File: src/rtl/rx_signal_parser_pkg.sv
// rtl/rx_signal_parser_pkg.sv - rx_pkg: parser states, SIGNAL field layout and sizing constants
package rx_pkg;

    typedef enum logic [2:0] {
        ST_SIGNAL  = 3'd0,
        ST_SERVICE = 3'd1,
        ST_DATA    = 3'd2,
        ST_DONE    = 3'd3,
        ST_ERROR   = 3'd4
    } rx_state_t;

    localparam int SIGNAL_BITS  = 24;
    localparam int SERVICE_BITS = 16;
    localparam int LEN_W        = 12;
    localparam int CNT_W        = 15;

    // Bit positions inside the SIGNAL field, position 0 = first received bit
    localparam int RATE_LSB = 0;
    localparam int RATE_MSB = 3;
    localparam int RES_POS  = 4;
    localparam int LEN_LSB  = 5;
    localparam int LEN_MSB  = 16;
    localparam int PAR_POS  = 17;
    localparam int TAIL_LSB = 18;
    localparam int TAIL_MSB = 23;

endpackage

File: src/rtl/rx_signal_parser_if.sv
// rtl/rx_signal_parser_if.sv - bit stream in, decoded header and PSDU bytes out
interface rx_signal_parser_if;
    logic        Clear;
    logic        data_in;
    logic        data_in_valid;
    logic [3:0]  rate_out;
    logic [11:0] length_out;
    logic        hdr_valid;
    logic        hdr_error;
    logic [7:0]  byte_out;
    logic        byte_valid;
    logic        byte_last;
    logic        frame_done;

    modport master (
        output Clear, data_in, data_in_valid,
        input  rate_out, length_out, hdr_valid, hdr_error,
        input  byte_out, byte_valid, byte_last, frame_done
    );

    modport slave (
        input  Clear, data_in, data_in_valid,
        output rate_out, length_out, hdr_valid, hdr_error,
        output byte_out, byte_valid, byte_last, frame_done
    );
endinterface

File: src/rtl/rx_signal_parser_bit_packer.sv
// rtl/rx_signal_parser_bit_packer.sv - rx_bit_packer: LSB-first 8-bit packer with registered byte output
module rx_bit_packer (
    input  logic       Clk,
    input  logic       Reset,
    input  logic       i_clear,
    input  logic       i_shift_en,
    input  logic       i_bit,
    output logic [7:0] o_byte,
    output logic       o_byte_valid
);
    logic [7:0] r_shift;
    logic [2:0] r_cnt;
    logic [7:0] r_byte;
    logic       r_valid;
    logic [7:0] w_next;

    assign w_next = {i_bit, r_shift[7:1]};

    always_ff @(posedge Clk or negedge Reset) begin
        if (!Reset) begin
            r_shift <= 8'd0;
            r_cnt   <= 3'd0;
            r_byte  <= 8'd0;
            r_valid <= 1'b0;
        end else begin
            r_valid <= 1'b0;
            if (i_clear) begin
                r_shift <= 8'd0;
                r_cnt   <= 3'd0;
            end else if (i_shift_en) begin
                r_shift <= w_next;
                r_cnt   <= r_cnt + 3'd1;
                if (r_cnt == 3'd7) begin
                    r_byte  <= w_next;
                    r_valid <= 1'b1;
                end
            end
        end
    end

    assign o_byte       = r_byte;
    assign o_byte_valid = r_valid;
endmodule

File: src/rtl/rx_signal_parser.sv
// rtl/rx_signal_parser.sv - SIGNAL header decode/validate and PSDU byte packing; RX_TAIL_CHECK_EN adds tail-zero check
module rx_signal_parser
    import rx_pkg::*;
#(
    parameter int MAX_LEN = 4095
) (
    input  logic Clk,
    input  logic Reset,
    rx_signal_parser_if.slave bus
);
    rx_state_t              r_state;
    rx_state_t              w_state_nxt;
    logic [CNT_W-1:0]       r_bit_cnt;
    logic [SIGNAL_BITS-1:0] r_sig_sr;
    logic [SIGNAL_BITS-1:0] w_sig_nxt;
    logic [3:0]             r_rate;
    logic [LEN_W-1:0]       r_length;
    logic                   r_hdr_valid;
    logic                   r_hdr_error;
    logic                   r_byte_last;
    logic                   r_frame_done;

    logic                   w_accept;
    logic [LEN_W-1:0]       w_len_field;
    logic                   w_tail_ok;
    logic                   w_hdr_ok;
    logic [CNT_W-1:0]       w_last_idx;
    logic                   w_sig_end;
    logic                   w_svc_end;
    logic                   w_data_shift;
    logic                   w_data_end;
    logic [7:0]             w_byte;
    logic                   w_byte_valid;

    // Clear wins over data: a bit presented together with Clear is dropped
    assign w_accept    = bus.data_in_valid & ~bus.Clear;
    assign w_sig_nxt   = {bus.data_in, r_sig_sr[SIGNAL_BITS-1:1]};
    assign w_len_field = w_sig_nxt[LEN_MSB:LEN_LSB];
    assign w_last_idx  = {r_length, 3'b000} - 15'd1;

`ifdef RX_TAIL_CHECK_EN
    assign w_tail_ok = (w_sig_nxt[TAIL_MSB:TAIL_LSB] == 6'd0);
`else
    assign w_tail_ok = 1'b1;
`endif

    assign w_hdr_ok = w_sig_nxt[RATE_MSB]
                    & ~w_sig_nxt[RES_POS]
                    & ~(^w_sig_nxt[PAR_POS:0])
                    & (w_len_field != '0)
                    & (int'({20'd0, w_len_field}) <= MAX_LEN)
                    & w_tail_ok;

    always_ff @(posedge Clk or negedge Reset) begin
        if (!Reset)         r_state <= ST_SIGNAL;
        else if (bus.Clear) r_state <= ST_SIGNAL;
        else                r_state <= w_state_nxt;
    end

    always_comb begin
        w_state_nxt  = r_state;
        w_sig_end    = 1'b0;
        w_svc_end    = 1'b0;
        w_data_shift = 1'b0;
        w_data_end   = 1'b0;
        if (w_accept) begin
            case (r_state)
                ST_SIGNAL: begin
                    if (r_bit_cnt == CNT_W'(SIGNAL_BITS - 1)) begin
                        w_sig_end   = 1'b1;
                        w_state_nxt = w_hdr_ok ? ST_SERVICE : ST_ERROR;
                    end
                end
                ST_SERVICE: begin
                    if (r_bit_cnt == CNT_W'(SERVICE_BITS - 1)) begin
                        w_svc_end   = 1'b1;
                        w_state_nxt = ST_DATA;
                    end
                end
                ST_DATA: begin
                    w_data_shift = 1'b1;
                    if (r_bit_cnt == w_last_idx) begin
                        w_data_end  = 1'b1;
                        w_state_nxt = ST_DONE;
                    end
                end
                default: ;
            endcase
        end
    end

    always_ff @(posedge Clk or negedge Reset) begin
        if (!Reset) begin
            r_bit_cnt    <= '0;
            r_sig_sr     <= '0;
            r_rate       <= 4'd0;
            r_length     <= '0;
            r_hdr_valid  <= 1'b0;
            r_hdr_error  <= 1'b0;
            r_byte_last  <= 1'b0;
            r_frame_done <= 1'b0;
        end else begin
            r_hdr_valid  <= 1'b0;
            r_byte_last  <= 1'b0;
            r_frame_done <= 1'b0;
            if (bus.Clear) begin
                r_bit_cnt   <= '0;
                r_sig_sr    <= '0;
                r_hdr_error <= 1'b0;
            end else if (w_accept) begin
                if (r_state == ST_SIGNAL)
                    r_sig_sr <= w_sig_nxt;
                if (w_sig_end || w_svc_end || w_data_end)
                    r_bit_cnt <= '0;
                else if (r_state == ST_SIGNAL || r_state == ST_SERVICE || r_state == ST_DATA)
                    r_bit_cnt <= r_bit_cnt + 15'd1;
                // Fields are latched even for a rejected header so the MAC can log them
                if (w_sig_end) begin
                    r_rate       <= w_sig_nxt[RATE_MSB:RATE_LSB];
                    r_length     <= w_len_field;
                    r_hdr_valid  <= w_hdr_ok;
                    r_hdr_error  <= ~w_hdr_ok;
                    r_frame_done <= ~w_hdr_ok;
                end
                if (w_data_end) begin
                    r_byte_last  <= 1'b1;
                    r_frame_done <= 1'b1;
                end
            end
        end
    end

    rx_bit_packer u_packer (
        .Clk          (Clk),
        .Reset        (Reset),
        .i_clear      (bus.Clear),
        .i_shift_en   (w_data_shift),
        .i_bit        (bus.data_in),
        .o_byte       (w_byte),
        .o_byte_valid (w_byte_valid)
    );

    assign bus.rate_out   = r_rate;
    assign bus.length_out = r_length;
    assign bus.hdr_valid  = r_hdr_valid;
    assign bus.hdr_error  = r_hdr_error;
    assign bus.byte_out   = w_byte;
    assign bus.byte_valid = w_byte_valid;
    assign bus.byte_last  = r_byte_last;
    assign bus.frame_done = r_frame_done;
endmodule

File: src/flat_wrapper.sv
// flat-port wrapper written by rule: the top's interface ports become plain ports
module rx_signal_parser_flat import rx_pkg::*;
#(
    parameter int MAX_LEN = 4095
)
  (Clk, Reset, bus_Clear, bus_data_in, bus_data_in_valid, bus_rate_out, bus_length_out, bus_hdr_valid, bus_hdr_error, bus_byte_out, bus_byte_valid, bus_byte_last, bus_frame_done);
  rx_signal_parser_if bus_i ();
  input  logic Clk;
  input  logic Reset;
  input wire logic [$bits(bus_i.Clear)-1:0] bus_Clear;
  input wire logic [$bits(bus_i.data_in)-1:0] bus_data_in;
  input wire logic [$bits(bus_i.data_in_valid)-1:0] bus_data_in_valid;
  output wire logic [$bits(bus_i.rate_out)-1:0] bus_rate_out;
  output wire logic [$bits(bus_i.length_out)-1:0] bus_length_out;
  output wire logic [$bits(bus_i.hdr_valid)-1:0] bus_hdr_valid;
  output wire logic [$bits(bus_i.hdr_error)-1:0] bus_hdr_error;
  output wire logic [$bits(bus_i.byte_out)-1:0] bus_byte_out;
  output wire logic [$bits(bus_i.byte_valid)-1:0] bus_byte_valid;
  output wire logic [$bits(bus_i.byte_last)-1:0] bus_byte_last;
  output wire logic [$bits(bus_i.frame_done)-1:0] bus_frame_done;
  assign bus_i.Clear = bus_Clear;
  assign bus_i.data_in = bus_data_in;
  assign bus_i.data_in_valid = bus_data_in_valid;
  assign bus_rate_out = bus_i.rate_out;
  assign bus_length_out = bus_i.length_out;
  assign bus_hdr_valid = bus_i.hdr_valid;
  assign bus_hdr_error = bus_i.hdr_error;
  assign bus_byte_out = bus_i.byte_out;
  assign bus_byte_valid = bus_i.byte_valid;
  assign bus_byte_last = bus_i.byte_last;
  assign bus_frame_done = bus_i.frame_done;
  rx_signal_parser #(.MAX_LEN(MAX_LEN)) u_core (.Clk(Clk), .Reset(Reset), .bus(bus_i));
endmodule
File: config.mk
export PLATFORM = sky130hd
export DESIGN_NAME = rx_signal_parser_flat
export DESIGN_NICKNAME = d
export VERILOG_FILES = /design/src/rtl/rx_signal_parser_pkg.sv /design/src/rtl/rx_signal_parser_if.sv /design/src/rtl/rx_signal_parser_bit_packer.sv /design/src/rtl/rx_signal_parser.sv /design/src/flat_wrapper.sv
export SDC_FILE = /design/constraint.sdc
export NUM_CORES = 1
export LEC_CHECK = 0
export CAP_MARGIN = 10
export CORE_MARGIN = 10
export CORE_UTILIZATION = 50
export CTS_CLUSTER_SIZE = 25
export DETAILED_ROUTE_END_ITERATION = 12
export PLACE_DENSITY = 0.7
export SETUP_SLACK_MARGIN = 0.4
export SLEW_MARGIN = 30
export SYNTH_ARGS = -nofsm -noshare
export SYNTH_HDL_FRONTEND = slang
export SYNTH_SLANG_ARGS = --single-unit
export TNS_END_PERCENT = 50
File: constraint.sdc
create_clock -name Clk -period 3.1 [get_ports Clk]
set_input_delay 0.93 -clock Clk [delete_from_list [all_inputs] [get_ports Clk]]
set_output_delay 0.93 -clock Clk [all_outputs]
set_load 0.05 [all_outputs]
==> results_dict.tcl <==
set metrics [dict create \
    hpwl_um 6700 \
    antenna_found_initial 1 \
    synth_seq_cells 80 \
    dp_slack_ns -0.194 \
    r2r_cells 7 \
    gr-total-overflow 0 \
    met2_length_um 4440 \
    start_kind "input pin" \
    wl_met1_um 4770 \
    worstSetupEndpointType "flip-flop" \
    ctsRootBufferMaster "clkbuf_8" \
    core_um2 8260 \
    cts_made_buffers 9 \
    final_cell_mix "80 x nand2_1, 77 x dfrtp_1, 34 x nand3_1" \
    syn_inst 448 \
    detail_route.iter0.violations 265 \
    worstReg2RegEnd "u_core.r_state[0]" \
    synth_adder_area_share_pct 1.17 \
    drive_gt1_share_pct 19.4 \
    synth.avg_cell_area_um2 9.54 \
    hold_class "reg -> reg" \
    grt_pass1_wl_um 16400 \
    setup_tns_ns 0 \
    drc 0 \
    cp-endpoint "u_core.r_state[0]" \
    synth-compound-area-share_pct 9.02 \
    max-cap-violations 0 \
    cp_max_fo 5 \
    synthFlopType "dfrtp_1" \
    synth-simple-area-share_pct 24.5 \
    cp.arrival_ns 2.95 \
    power_mw 2.00 \
    ys_seq_area_share_pct 46.8 \
    worstMarginPinSlew_ns 0.646 \
    synth_area_leaders "dfrtp_1 47%, nand2_1 7.1%, xnor2_1 4.3%, nand3_1 4.0%, mux2_2 3.7%" \
    synth.distinct_cells 52 \
    synth_area_um2 4270 \
    grt.total_usage_pct 15.4 \
    finalCritPeriodShare_pct 86.9 \
    cts_sinks 80 \
    wl_met3_um 650 \
    top_layer_used "met4" \
    nNetsFinal 500 \
    max_freq_mhz 371 \
    wire_per_inst_um 16.5 \
    peakVddDrop_mv 0.205 \
    synth_top_cell_area_share_pct 46.8 \
    hold_violations 0 \
    cts_max_path_buffers 2 \
    ios 34 \
    syn2layout_area_growth_pct 20.1 \
    fin_skew_ns 0.00864 \
    portBuffers 33 \
    cts-hold-fix-buffers 0 \
    ant_nets 0 \
    finalHoldWorstSlack_ns 0.512 \
    die-height_um 112 \
    layout_setup_ws_ns 0.405 \
    grt_setup_unrepaired "yes" \
    synth_xor_xnor_area_share_pct 6.76 \
    ys_async_sr_fraction_pct 100 \
    placed_cell_area_um2 4750 \
    vias_per_cell 5.69 \
    dieArea_um2 12600 \
    vias 3423 \
    totalWireLength_um 9960 \
    place_congestion 0.879 \
    clk_transition_reported_paths_ns 0.08 \
    slew-limit-headroom_pct 56.9 \
    fin_util_pct 62.2 \
    start_util_pct 51.8 \
    dr.pass1.iters 5 \
    htree_levels 3 \
    final_cells 602 \
    synth-edff-count 0 \
    die_x_um 112 \
    synth_top_area_cell "dfrtp_1" \
    synth_warnings 0 \
    min_delay_path_depth 1 \
    dp.cells 575 \
    reg2reg_slack_ns 0.43 \
    final_common_cell "nand2_1" \
    r2r-start "u_core.r_bit_cnt[10]" \
    worstSetupPathType "in -> reg" \
    cellLeakagePower_nw 2.34 \
    synth_nets 457 \
    grt_pass1_vias 3218 \
    setup_viol 0 \
    fp-row-count 33 \
    muxShareOfSynthArea_pct 7.44 \
    synth_top_family_by_area "simple AND/OR/NAND/NOR gates" \
    grt_start_max_net_pins 48 \
    clkLatencyLatePin_ns 0.35 \
    design_area_um2 5130 \
    cts_tree "built" \
    drv_slew 0 \
    crit_start "bus_data_in_valid" \
    status "complete, no violations" \
    cp.required_ns 3.36 \
    layout_min_cycle_time_ns 2.69 \
    p_per_area_nw_per_um2 389 \
]
[power breakdown]
group | switching [mW] | internal [mW]
sequential | 0.00562 | 1.05
clock | 0.392 | 0.455
combinational | 0.0650 | 0.0324
total | 0.463 | 1.54
[metal layers]
metal / up-vias / global-route usage [%]
met3: 9 / 4.74
met2: 108 / 22.1
met4: 0 / 4.48
met1: 1665 / 21.6
li1: 1641 / -
met5: - / 0
[state kept, by name, summed over array words and instances (netlist names)]
signal                        flops
u_core.r_bit_cnt                 15
u_core.u_packer.r_shift           7
u_core.bus.rate_out               4
u_core.r_state                    3
u_core.u_packer.r_cnt             3
u_core.bus.byte_last              1
u_core.bus.hdr_error              1
u_core.u_packer.o_byte            8
u_core.bus.hdr_valid              1
u_core.bus.frame_done             1
u_core.bus.length_out            12
u_core.r_sig_sr                  23
u_core.u_packer.o_byte_valid      1
[synth_stat cells (4+ instances only)]
| cell type | number |
|---|---|
| xor2_1 | 12 |
| nor3_1 | 9 |
| nand4b_1 | 4 |
| a21oi_1 | 27 |
| buf_2 | 4 |
| nand2b_1 | 16 |
| nand3b_1 | 5 |
| inv_1 | 4 |
| or4_1 | 4 |
| ha_1 | 4 |
| dfrtp_1 | 80 |
| o211ai_1 | 5 |
| nand3_1 | 34 |
| a21o_1 | 4 |
| nor2_1 | 20 |
| mux2_2 | 14 |
| o21ai_0 | 13 |
| or2_2 | 4 |
| clkbuf_1 | 21 |
| buf_6 | 4 |
| nor4_1 | 7 |
| and3_1 | 5 |
| mux2_4 | 10 |
| xnor2_1 | 21 |
| nand2_1 | 81 |
[cell type report]
| class | instances | area, um^2 |
|---|---|---|
| antenna | 1 | 2.50 |
| multi-input combinational | 333 | 2200 |
| inverter | 4 | 15.0 |
| clock inverter | 7 | 92.6 |
| fill | 687 | 3120 |
| tap | 105 | 131 |
| sequential | 80 | 2010 |
| timing repair buffer | 63 | 567 |
| clock buffer | 9 | 124 |
[what timing repair did]
action / in CTS / in global routing
hold endpoints to repair: 0 / 0
setup buffers: 4 / 3
gates cloned: 0 / 3
resized for setup: 12 / 13
pin swaps: 7 / 5
setup endpoints to repair: 34 / 21
[critical path: stages]
cell	delay, ns
dlygate4sd2_1	0.20
or4b_4	0.46
or3_4	0.34
a21o_1	0.24
o2111ai_2	0.10
o211ai_1	0.23
a21o_1	0.22
o31ai_1	0.23
[cells by family (layout without fill, tap and decap cells)]
| logic type | Yosys count | after routing |
|---|---|---|
| flops | 80 | 80 |
| fa+ha+maj | 4 | 4 |
| mux | 25 | 25 |
| simple gates | 208 | 208 |
| xor+xnor | 33 | 33 |
| buf+inv | 35 | 83 |
| compound gates | 63 | 63 |
| other cells | 0 | 1 |
[worst min-delay path by stage]
stage	from	endpoint	slack [ns]
detailed placement	u_core.u_packer.r_shift[3]	u_core.u_packer.r_shift[2]	0.49
global route	u_core.u_packer.o_byte[1]	u_core.u_packer.o_byte[1]	0.52
global placement	u_core.u_packer.o_byte[1]	u_core.u_packer.o_byte[1]	0.49
floorplan	u_core.r_state[2]	u_core.r_state[1]	0.47
CTS	u_core.u_packer.o_byte[1]	u_core.u_packer.o_byte[1]	0.51
finish	u_core.u_packer.o_byte[1]	u_core.u_packer.o_byte[1]	0.51
Note: power is estimated with default switching activity, not from simulation.
